`config.mk`:
```
export PLATFORM = sky130hd
export DESIGN_NAME = ls_mem_ctrl_flat
export DESIGN_NICKNAME = d
export VERILOG_FILES = /design/src/rtl/ls_mem_ctrl_pkg.sv /design/src/rtl/ls_mem_ctrl_if.sv /design/src/rtl/ls_extend.sv /design/src/rtl/ls_mem_ctrl.sv /design/src/flat_wrapper.sv
export SDC_FILE = /design/constraint.sdc
export NUM_CORES = 1
export LEC_CHECK = 0
export BUFFER_PORTS_ARGS = -buffer_cell sky130_fd_sc_hd__buf_2
export CAP_MARGIN = 20
export CORE_MARGIN = 2
export CORE_UTILIZATION = 40
export CTS_CLUSTER_SIZE = 16
export DETAILED_ROUTE_END_ITERATION = 8
export GPL_TIMING_DRIVEN = 1
export PLACE_DENSITY = 0.72
export SLEW_MARGIN = 10
export SYNTH_ARGS = -nofsm -noshare
export SYNTH_HDL_FRONTEND = slang
export SYNTH_SLANG_ARGS = --single-unit
```
`constraint.sdc`:
```
create_clock -name clk_in -period 2.6 [get_ports clk_in]
set_clock_uncertainty 0.15 [all_clocks]
set_input_delay 0.26 -clock clk_in [delete_from_list [all_inputs] [get_ports clk_in]]
set_output_delay 0.26 -clock clk_in [all_outputs]
set_load 0.02 [all_outputs]
```
`src/rtl/ls_mem_ctrl_pkg.sv`:
```
// Shared definitions for the load/store memory controller.
//   - access-type encodings and the signed-load bit position
//   - FSM state enum and the latched request record
//   - default IO region base and the type -> byte-count helper
package ls_mem_ctrl_pkg;

  localparam logic [1:0]  TYPE_WORD   = 2'b00;
  localparam logic [1:0]  TYPE_HALF   = 2'b01;
  localparam logic [1:0]  TYPE_BYTE   = 2'b10;
  localparam logic [1:0]  TYPE_INV    = 2'b11;
  localparam int          SIGN_BIT    = 2;
  localparam logic [31:0] IO_BASE_DEF = 32'h0003_0000;

  typedef enum logic [1:0] {IDLE, BUSY, DONE} state_t;

  // Request as captured at accept time; addr is kept separately at ADDR_W.
  typedef struct packed {
    logic [31:0] data;
    logic        r_nw;
    logic [2:0]  typ;
    logic [2:0]  n;
  } req_t;

  function automatic logic [2:0] byte_cnt(input logic [1:0] t);
    case (t)
      TYPE_WORD: return 3'd4;
      TYPE_HALF: return 3'd2;
      TYPE_BYTE: return 3'd1;
      default:   return 3'd0;
    endcase
  endfunction

endpackage

```
`src/rtl/ls_mem_ctrl_if.sv`:
```
// Request/response and RAM-port bundle of the load/store memory controller.
//   slave  : the controller (accepts requests, drives the RAM port)
//   master : the environment (load/store buffer + RAM/IO arbiter)
// Signals: activate_in, ls_addr, st_val, r_nw_in, type_in -> request
//          ld_val, ls_done                                -> response
//          mem_din, io_buffer_full                        -> RAM side in
//          mem_dout, mem_a, mem_wr                        -> RAM side out
interface ls_mem_ctrl_if #(parameter int ADDR_W = 32);
  logic              activate_in;
  logic [ADDR_W-1:0] ls_addr;
  logic [31:0]       st_val;
  logic              r_nw_in;
  logic [2:0]        type_in;
  logic [31:0]       ld_val;
  logic              ls_done;
  logic [7:0]        mem_din;
  logic [7:0]        mem_dout;
  logic [ADDR_W-1:0] mem_a;
  logic              mem_wr;
  logic              io_buffer_full;

  modport slave (
    input  activate_in, ls_addr, st_val, r_nw_in, type_in, mem_din, io_buffer_full,
    output ld_val, ls_done, mem_dout, mem_a, mem_wr
  );

  modport master (
    output activate_in, ls_addr, st_val, r_nw_in, type_in, mem_din, io_buffer_full,
    input  ld_val, ls_done, mem_dout, mem_a, mem_wr
  );
endinterface

```
`src/rtl/ls_extend.sv`:
```
// Load-result extension: selects word/half/byte from raw and sign- or
// zero-extends it. Shared with the instruction-fetch path.
//   raw : assembled little-endian bytes (unused upper lanes are don't-care)
//   typ : [1:0] access type, [2] signed
//   val : extended result (0 for the invalid type)
module ls_extend
  import ls_mem_ctrl_pkg::*;
(
  input  logic [31:0] raw,
  input  logic [2:0]  typ,
  output logic [31:0] val
);
  logic sgn;
  assign sgn = typ[SIGN_BIT];

  always_comb begin
    val = '0;
    case (typ[1:0])
      TYPE_WORD: val = raw;
      TYPE_HALF: val = {{16{sgn & raw[15]}}, raw[15:0]};
      TYPE_BYTE: val = {{24{sgn & raw[7]}}, raw[7:0]};
      default:   val = '0;
    endcase
  end
endmodule

```
`src/rtl/ls_mem_ctrl.sv`:
```
// Memory-side responder for the load/store buffer. Serializes one load or
// store into byte transfers on the 8-bit RAM port and pulses ls_done.
//   clk_in, rst_in (async, active-low), rdy_in (0 = global pause)
//   bus : ls_mem_ctrl_if.slave (request, response and RAM port)
// mem_a/mem_dout are registered one transfer ahead so that the address for
// count c is on the port during the cycle cnt==c; RAM read data arrives one
// cycle later and is captured into lane c-1.
module ls_mem_ctrl
  import ls_mem_ctrl_pkg::*;
#(
  parameter logic [31:0] IO_BASE = IO_BASE_DEF,
  parameter int          ADDR_W  = 32
) (
  input  logic         clk_in,
  input  logic         rst_in,
  input  logic         rdy_in,
  ls_mem_ctrl_if.slave bus
);
  state_t            state;
  req_t              req;
  logic [ADDR_W-1:0] addr_q;
  logic [2:0]        cnt;
  logic [31:0]       lanes;
  logic [31:0]       raw_nxt;
  logic [31:0]       ext_val;
  logic [2:0]        n_in;
  logic [ADDR_W-1:0] addr_nxt;
  logic [7:0]        st_nxt;
  logic              io_stall;

  assign n_in     = byte_cnt(bus.type_in[1:0]);
  assign addr_nxt = addr_q + ADDR_W'(cnt) + ADDR_W'(1);
  assign io_stall = (state == BUSY) && !req.r_nw && bus.io_buffer_full &&
                    (addr_q >= IO_BASE[ADDR_W-1:0]);

  // Combinational so that reset, pause and IO stall all drop it at once.
  assign bus.mem_wr = (state == BUSY) && !req.r_nw && rdy_in && !io_stall;

  // Byte fetched for count cnt-1 merged into the lanes gathered so far.
  always_comb begin
    raw_nxt = lanes;
    case (cnt)
      3'd1:    raw_nxt[7:0]   = bus.mem_din;
      3'd2:    raw_nxt[15:8]  = bus.mem_din;
      3'd3:    raw_nxt[23:16] = bus.mem_din;
      3'd4:    raw_nxt[31:24] = bus.mem_din;
      default: raw_nxt = lanes;
    endcase
  end

  always_comb begin
    case (cnt)
      3'd0:    st_nxt = req.data[15:8];
      3'd1:    st_nxt = req.data[23:16];
      3'd2:    st_nxt = req.data[31:24];
      default: st_nxt = req.data[7:0];
    endcase
  end

  ls_extend u_ext (.raw(raw_nxt), .typ(req.typ), .val(ext_val));

  always_ff @(posedge clk_in or negedge rst_in) begin
    if (!rst_in) begin
      state        <= IDLE;
      req          <= '0;
      addr_q       <= '0;
      cnt          <= '0;
      lanes        <= '0;
      bus.ld_val   <= '0;
      bus.ls_done  <= 1'b0;
      bus.mem_dout <= '0;
      bus.mem_a    <= '0;
    end else if (rdy_in) begin
      case (state)
        IDLE: begin
          if (bus.activate_in) begin
            req    <= '{data: bus.st_val, r_nw: bus.r_nw_in, typ: bus.type_in, n: n_in};
            addr_q <= bus.ls_addr;
            cnt    <= '0;
            lanes  <= '0;
            if (n_in == 3'd0) begin
              bus.ld_val  <= '0;
              bus.ls_done <= 1'b1;
              state       <= DONE;
            end else begin
              bus.mem_a <= bus.ls_addr;
              if (!bus.r_nw_in) bus.mem_dout <= bus.st_val[7:0];
              state <= BUSY;
            end
          end
        end
        BUSY: begin
          if (req.r_nw) begin
            lanes <= raw_nxt;
            if (cnt == req.n) begin
              bus.ld_val  <= ext_val;
              bus.ls_done <= 1'b1;
              state       <= DONE;
            end else begin
              cnt <= cnt + 3'd1;
              if (cnt + 3'd1 < req.n) bus.mem_a <= addr_nxt;
            end
          end else if (!io_stall) begin
            if (cnt == req.n - 3'd1) begin
              bus.ls_done <= 1'b1;
              state       <= DONE;
            end else begin
              cnt          <= cnt + 3'd1;
              bus.mem_a    <= addr_nxt;
              bus.mem_dout <= st_nxt;
            end
          end
        end
        DONE: begin
          // activate_in is still high here; it is only looked at in IDLE.
          bus.ls_done <= 1'b0;
          cnt         <= '0;
          state       <= IDLE;
        end
        default: state <= IDLE;
      endcase
    end
  end
endmodule
```
`src/flat_wrapper.sv`:
```
// flat-port wrapper written by rule: the top's interface ports become plain ports
module ls_mem_ctrl_flat import ls_mem_ctrl_pkg::*;
#(
  parameter logic [31:0] IO_BASE = IO_BASE_DEF,
  parameter int          ADDR_W  = 32
)
  (clk_in, rst_in, rdy_in, bus_activate_in, bus_ls_addr, bus_st_val, bus_r_nw_in, bus_type_in, bus_mem_din, bus_io_buffer_full, bus_ld_val, bus_ls_done, bus_mem_dout, bus_mem_a, bus_mem_wr);
  ls_mem_ctrl_if #(.ADDR_W(ADDR_W)) bus_i ();
  input  logic clk_in;
  input  logic rst_in;
  input  logic rdy_in;
  input wire logic [$bits(bus_i.activate_in)-1:0] bus_activate_in;
  input wire logic [$bits(bus_i.ls_addr)-1:0] bus_ls_addr;
  input wire logic [$bits(bus_i.st_val)-1:0] bus_st_val;
  input wire logic [$bits(bus_i.r_nw_in)-1:0] bus_r_nw_in;
  input wire logic [$bits(bus_i.type_in)-1:0] bus_type_in;
  input wire logic [$bits(bus_i.mem_din)-1:0] bus_mem_din;
  input wire logic [$bits(bus_i.io_buffer_full)-1:0] bus_io_buffer_full;
  output wire logic [$bits(bus_i.ld_val)-1:0] bus_ld_val;
  output wire logic [$bits(bus_i.ls_done)-1:0] bus_ls_done;
  output wire logic [$bits(bus_i.mem_dout)-1:0] bus_mem_dout;
  output wire logic [$bits(bus_i.mem_a)-1:0] bus_mem_a;
  output wire logic [$bits(bus_i.mem_wr)-1:0] bus_mem_wr;
  assign bus_i.activate_in = bus_activate_in;
  assign bus_i.ls_addr = bus_ls_addr;
  assign bus_i.st_val = bus_st_val;
  assign bus_i.r_nw_in = bus_r_nw_in;
  assign bus_i.type_in = bus_type_in;
  assign bus_i.mem_din = bus_mem_din;
  assign bus_i.io_buffer_full = bus_io_buffer_full;
  assign bus_ld_val = bus_i.ld_val;
  assign bus_ls_done = bus_i.ls_done;
  assign bus_mem_dout = bus_i.mem_dout;
  assign bus_mem_a = bus_i.mem_a;
  assign bus_mem_wr = bus_i.mem_wr;
  ls_mem_ctrl #(.IO_BASE(IO_BASE), .ADDR_W(ADDR_W)) u_core (.clk_in(clk_in), .rst_in(rst_in), .rdy_in(rdy_in), .bus(bus_i));
endmodule
```
Word-level counts from Yosys, hierarchy flattened
Index checks and enable logic that the tools add are counted.
Storage, ports and cells
  output and inout port bits: 74
  bits in registers: 181
  input port bits: 81
  logic and storage cells: 119
Operators by class
  muxes and demuxes: 50
  magnitude comparators: 2
  equality and inequality tests: 27
  reduce and logical (&&, ||, !) cells: 22
  bitwise operators: 2
  add/subtract/negate cells: 4
Operator list (number)
  two-way mux 32 bit: 13
  one-hot mux 32 bit (2 select lines): 3
  one-hot mux 32 bit (3 select lines): 1
  two-way mux 8 bit: 10
  adder 32 x 1 -> 32 bit (second input constant): 1
  adder 32 x 3 -> 32 bit: 1
  greater-or-equal comparator 32 x 18 -> 1 bit (second input constant): 1
  one-hot mux 8 bit (3 select lines): 1
  one-hot mux 3 bit (3 select lines): 2
  one-hot mux 8 bit (2 select lines): 1
  AND reduction 8 bit: 2
  two-way mux 3 bit: 5
  != test 2 bit (second input constant): 7
  two-way mux 2 bit: 6
  AND reduction 6 bit: 2
  != test 3 x 2 -> 1 bit (second input constant): 3
  != test 3 bit (second input constant): 3
  AND reduction 7 bit: 1
  equality test 2 x 1 -> 1 bit (second input constant): 3
  equality test 2 bit (second input constant): 3
  equality test 3 x 2 -> 1 bit (second input constant): 2
  equality test 3 bit: 2
  logical NOT 2 bit: 3
  logical NOT 3 bit: 2
  17 further kinds: 29

Longest topological paths before layout
  depth in word-level cells: 7
  mapped depth: 10
  depth with buffers taken out: 9

Modules after synthesis
Synthesis repeated with hierarchy kept, for this count alone.
Unflattened totals
  cells, all modules: 1000
  area total of the unflattened synthesis: 9330.2 µm²
Modules (own cells, without submodules)
  ls_mem_ctrl: area an instance 8979.9 µm², cells each 949, times used 1, sequential area each 4529.3 µm²
  ls_extend: area an instance 350.3 µm², cells each 51, times used 1, sequential area each 0.0 µm²

Least setup slack after synthesis
OpenSTA, ideal clock, no wires.
  path type: reg2reg
  start point: reg u_core.cnt[2]
  end point: reg u_core.bus.mem_a[22]
  data arrival time: 2472 ps
  setup time: 125 ps
  path buffers: 2
  slack: -147 ps
  clock period less this slack: 2747 ps
  required time: 2325 ps
  stages on the path, launching flop included: 11
  cell sequence: dfrtp_1 -> clkbuf_1 -> inv_1 -> ha_1 -> inv_1 -> ha_1 -> o211ai_1 -> nand4_1 -> o31ai_4 -> buf_6 -> mux2_2
On the way
  cells in the longest elaborated chain, start to end: 6
  elaborated cells on any way between the ends: 16
  those cells by class: add/sub (3); order compare (1); eq/ne (5); mux (6); reduce/logical (1)
Ends and longest elaborated chain
  start: declaration: RTL line ls_mem_ctrl.sv:22  | logic [2:0] cnt;
  start signal: assignment: RTL line ls_mem_ctrl.sv:100  | cnt <= cnt + 3'd1;
  start signal: assignment: RTL line ls_mem_ctrl.sv:108  | cnt <= cnt + 3'd1;
  adder 32 x 3 -> 32 bit: RTL line ls_mem_ctrl.sv:32  | assign addr_nxt = addr_q + ADDR_W'(cnt) + ADDR_W'(1);
  adder 32 x 1 -> 32 bit: RTL line ls_mem_ctrl.sv:32
  two-way mux 32 bit (on tied branches): RTL line ls_mem_ctrl.sv:104, ls_mem_ctrl.sv:101
  two-way mux 32 bit (on tied branches): RTL line ls_mem_ctrl.sv:103, ls_mem_ctrl.sv:95
  two-way mux 32 bit: RTL line ls_mem_ctrl.sv:93  | if (req.r_nw) begin
  one-hot mux 32 bit (2 select lines): RTL line ls_mem_ctrl.sv:74  | case (state)
  end signal: assignment: RTL line ls_mem_ctrl.sv:86  | bus.mem_a <= bus.ls_addr;
  end signal: assignment: RTL line ls_mem_ctrl.sv:101  | if (cnt + 3'd1 < req.n) bus.mem_a <= addr_nxt;
  end signal: assignment: RTL line ls_mem_ctrl.sv:109  | bus.mem_a <= addr_nxt;
  end: declaration: RTL line ls_mem_ctrl_if.sv:24  | output ld_val, ls_done, mem_dout, mem_a, mem_wr
Parallel ways exist; a longest one is shown, timed or not. The select of a mux whose other input is x is not followed.
A chain may end at the register's enable or synchronous reset.

Final worst setup path
  start point: reg u_core.cnt[0]
  end point: reg u_core.bus.mem_a[22]
The elaborated chain is that of the path after synthesis.

==> results.md <==
* Status: finished with violations
* Failing checks: setup timing
* TritonRoute pass-1 iters at 6
* Initial core utilization at 0.408
* Met2 wire len at 12,800 um
* CP arrival at 2.79 ns
* Mux contribution to synthesized area at 0.161
* Syn_nets at 998
* Yosys cell types at 60
* Vias in the first global route at 7,988
* Synth Cell Area at 0.00926 mm^2
* Number of buffers created by CTS at 17
* Reg area at 0.00453 mm^2
* Die X at 156 um
* # fillers at 1,939
* Number of DRC markers in iteration 0 at 532
* Io pins at 155
* Most frequent cell after synthesis: dfrtp_1
* Largest net degree at the start of global routing at 70
* Post-Place Cells at 1,344
* Pins Over Slew Limit at 0
* Final worst-path setup slack at -0.0199 ns
* Top-area cell type share of the netlist area at 0.489
* H-tree depth at 4
* Die Span Y at 156 um
* CTS sink cnt at 181
* Origin of the worst setup path: u_core.cnt[0]
* Gr usage total at 0.220
* Post-synth EDFFs at 0
* Synth warn at 0
* Layout Utilization at 0.542
* Clk root buf: clkbuf_16
* Max clock buf depth at 2
* Final ANT Viol Nets at 0
* Port bufs at 154
* Largest area contributor in the netlist: dfrtp_1
* Ys async rst share at 1.00
* CP Capture Point: u_core.bus.mem_a[22]
* Xor/xnor share of the synthesized area at 0.0128
* Post-DP HPWL at 17,600 um
* Clock Pin Slew Worst Setup and Hold Paths at 0.07 ns
* Maximum vdd drop at 656 uV
* Drt total wl at 26,900 um
* Core Box Area at 0.0227 mm^2
* RR Startpoint: u_core.cnt[0]
* WL met1 at 12,100 um
* Max_cap viols at 0
* Top routing layer in use: met4
* Area contributors post-synth: dfrtp_1 (49%), mux2_2 (13%), nand2_1 (5.3%)
* Worst R2R Setup Slack at -0.02 ns
* Post-synthesis cell count at 904
* Req. time, crit path at 2.77 ns
* Post-synth top flop: dfrtp_1
* Power, Total at 16.0 mW
* WL/cell at 18.5 um
* FF+latch count, synth at 181
* Final TNS setup at -0.183 ns
* Tcrit/Tclk final at 1.01
* Lkg Pwr at 5.58 nW
* Register area share after synthesis at 0.489
* Routed vias/inst at 5.56
* Initial antenna violation count at 2
* Area delta synth->final at 33.0%
* Most frequent cells after synthesis: dfrtp_1 (181), nand2_1 (130), mux2_2 (104)
* Least-Margin Pin Slew at 0.753 ns
* Place WS at -0.130 ns
* Largest family of logic cells by synthesized area: multiplexers
* CP Capture Type: register
* Die area at 0.0244 mm^2
* Fmax at 0.382 GHz
* RR Endpoint: u_core.bus.mem_a[22]
* First-pass GRT wire length at 42,300 um
* Synthesized area per cell at 10.2 um^2
* Reg2Reg Depth at 11
* Slew headroom at 0.498
* Non-Filler Instances at 1,455
* DR vias at 8,087
* Clk Latency, worst-skew pair at 0.44 ns
* Final Hold Viols at 0
* Setup CP Type: register to register
* Synth Area in Adders at 0.0184
* Multi-input logic area at 0.00466 mm^2
* Final count of negative-setup-slack endpoints at 15
* RePlAce Congestion at 0.914
* CP Max Fanout at 15
* Total congestion overflow at 0
* RSZ-0062 raised after global routing: yes
* Drt drc at 0
* Power Dens Cells at 1300 mW/mm^2
* CP startpoint kind: register
* TritonCTS clock tree: built
* Layout cells sized above 1 at 0.341
* Fin crit period at 2.62 ns
* HP Class: primary input to register
* Post-synthesis simple-gate area fraction at 0.141
* Site Rows at 55
* Compound-Gate Fraction of Synth Area at 0.144
* Nets at 1,249
* Met3 WL at 1480 um
per-layer routing:
metal,global-route usage,up-vias
met5,0,-
met2,0.356,304
met1,0.306,3962
met4,0.0633,0
met3,0.0358,43
li1,-,3778
cell type report:
class	instances	share of cell area
tap	285	0.0290
multi-input combinational	650	0.378
sequential	181	0.368
timing repair buffer	289	0.166
antenna	2	0.000406
inverter	16	0.00508
clock buffer	17	0.0345
clock inverter	15	0.0189
cell families after synthesis:
logic type | after synthesis
AND/OR/NAND/NOR | 277
AO/OA/AOI/OAI | 213
flip-flops | 181
multiplexers | 135
buffers and inverters | 73
adder cells (fa/ha/maj) | 13
XOR/XNOR | 12
how the worst min path moves through the flow:
stage | startpoint | end | slack, ns | cells past startpoint
final | rdy_in | u_core.state[0] | 0.04 | 2
after global routing | bus_type_in[1] | u_core.req[4] | 0.04 | 2
after CTS | bus_type_in[1] | u_core.req[4] | 0.02 | 2
after detailed placement | rst_in | u_core.bus.ld_val[3] | 0.19 | 1
after global placement | rst_in | u_core.bus.ld_val[2] | 0.19 | 1
after floorplan | rst_in | u_core.addr_q[0] | -0.19 | 0
flip-flops by register name, indices dropped and copies added, names as in the netlist, 2 cells and up:
name,count
u_core.addr_q,32
u_core.bus.ld_val,32
u_core.state,2
u_core.req,39
u_core.cnt,3
u_core.bus.mem_dout,8
u_core.lanes,32
u_core.bus.mem_a,32
cells in the final DEF (no fill, tap or decap), types with 11 or more instances in the layout:
cell / synthesis / final
a21oi_1: 43 / 42
buf_2: 4 / 153
buf_4: 1 / 57
clkbuf_16: 0 / 18
dfrtp_1: 181 / 179
dlygate4sd3_1: 0 / 69
inv_1: 16 / 11
mux2_2: 104 / 90
mux2_4: 0 / 17
mux2i_1: 26 / 26
nand2_1: 130 / 130
nand3_1: 16 / 16
nor2_1: 49 / 48
o21ai_0: 86 / 86
o31ai_1: 11 / 11
report_power, final:
part	internal, mW	total, mW	switching (mW)
sequential	4.09	5.01	0.920
combinational	3.72	8.14	4.42
clock	1.50	2.80	1.31
total	9.30	16.0	6.65
stage by stage:
stage / hold slack (ns) / instance area, um^2
2_1_floorplan: -0.186 / 9300
3_3_place_gp: 0.192 / 10700
3_5_place_dp: 0.192 / 10700
4_1_cts: 0.0181 / 12100
5_1_grt: 0.0447 / 12300
6_report: 0.0369 / 12300
critical path: stages (launching register included):
cell and delay (ns):
dfrtp_1 0.40, buf_6 0.13, ha_4 0.15, ha_4 0.26, inv_2 0.04, ha_4 0.20
o211ai_1 0.08, nand4_1 0.16, o31ai_4 0.25, buf_6 0.15, buf_12 0.16, mux2_2 0.35
what timing repair did:
action / in CTS / in global routing
hold buffers: 69 / 0
cloned: 1 / 1
gates resized for setup: 11 / 36
endpoints found under the setup margin: 40 / 33
pin swaps: 3 / 2
buffers inserted: 3 / 4
hold endpoints to repair: 132 / 0
(Power assumes the default switching activity.)
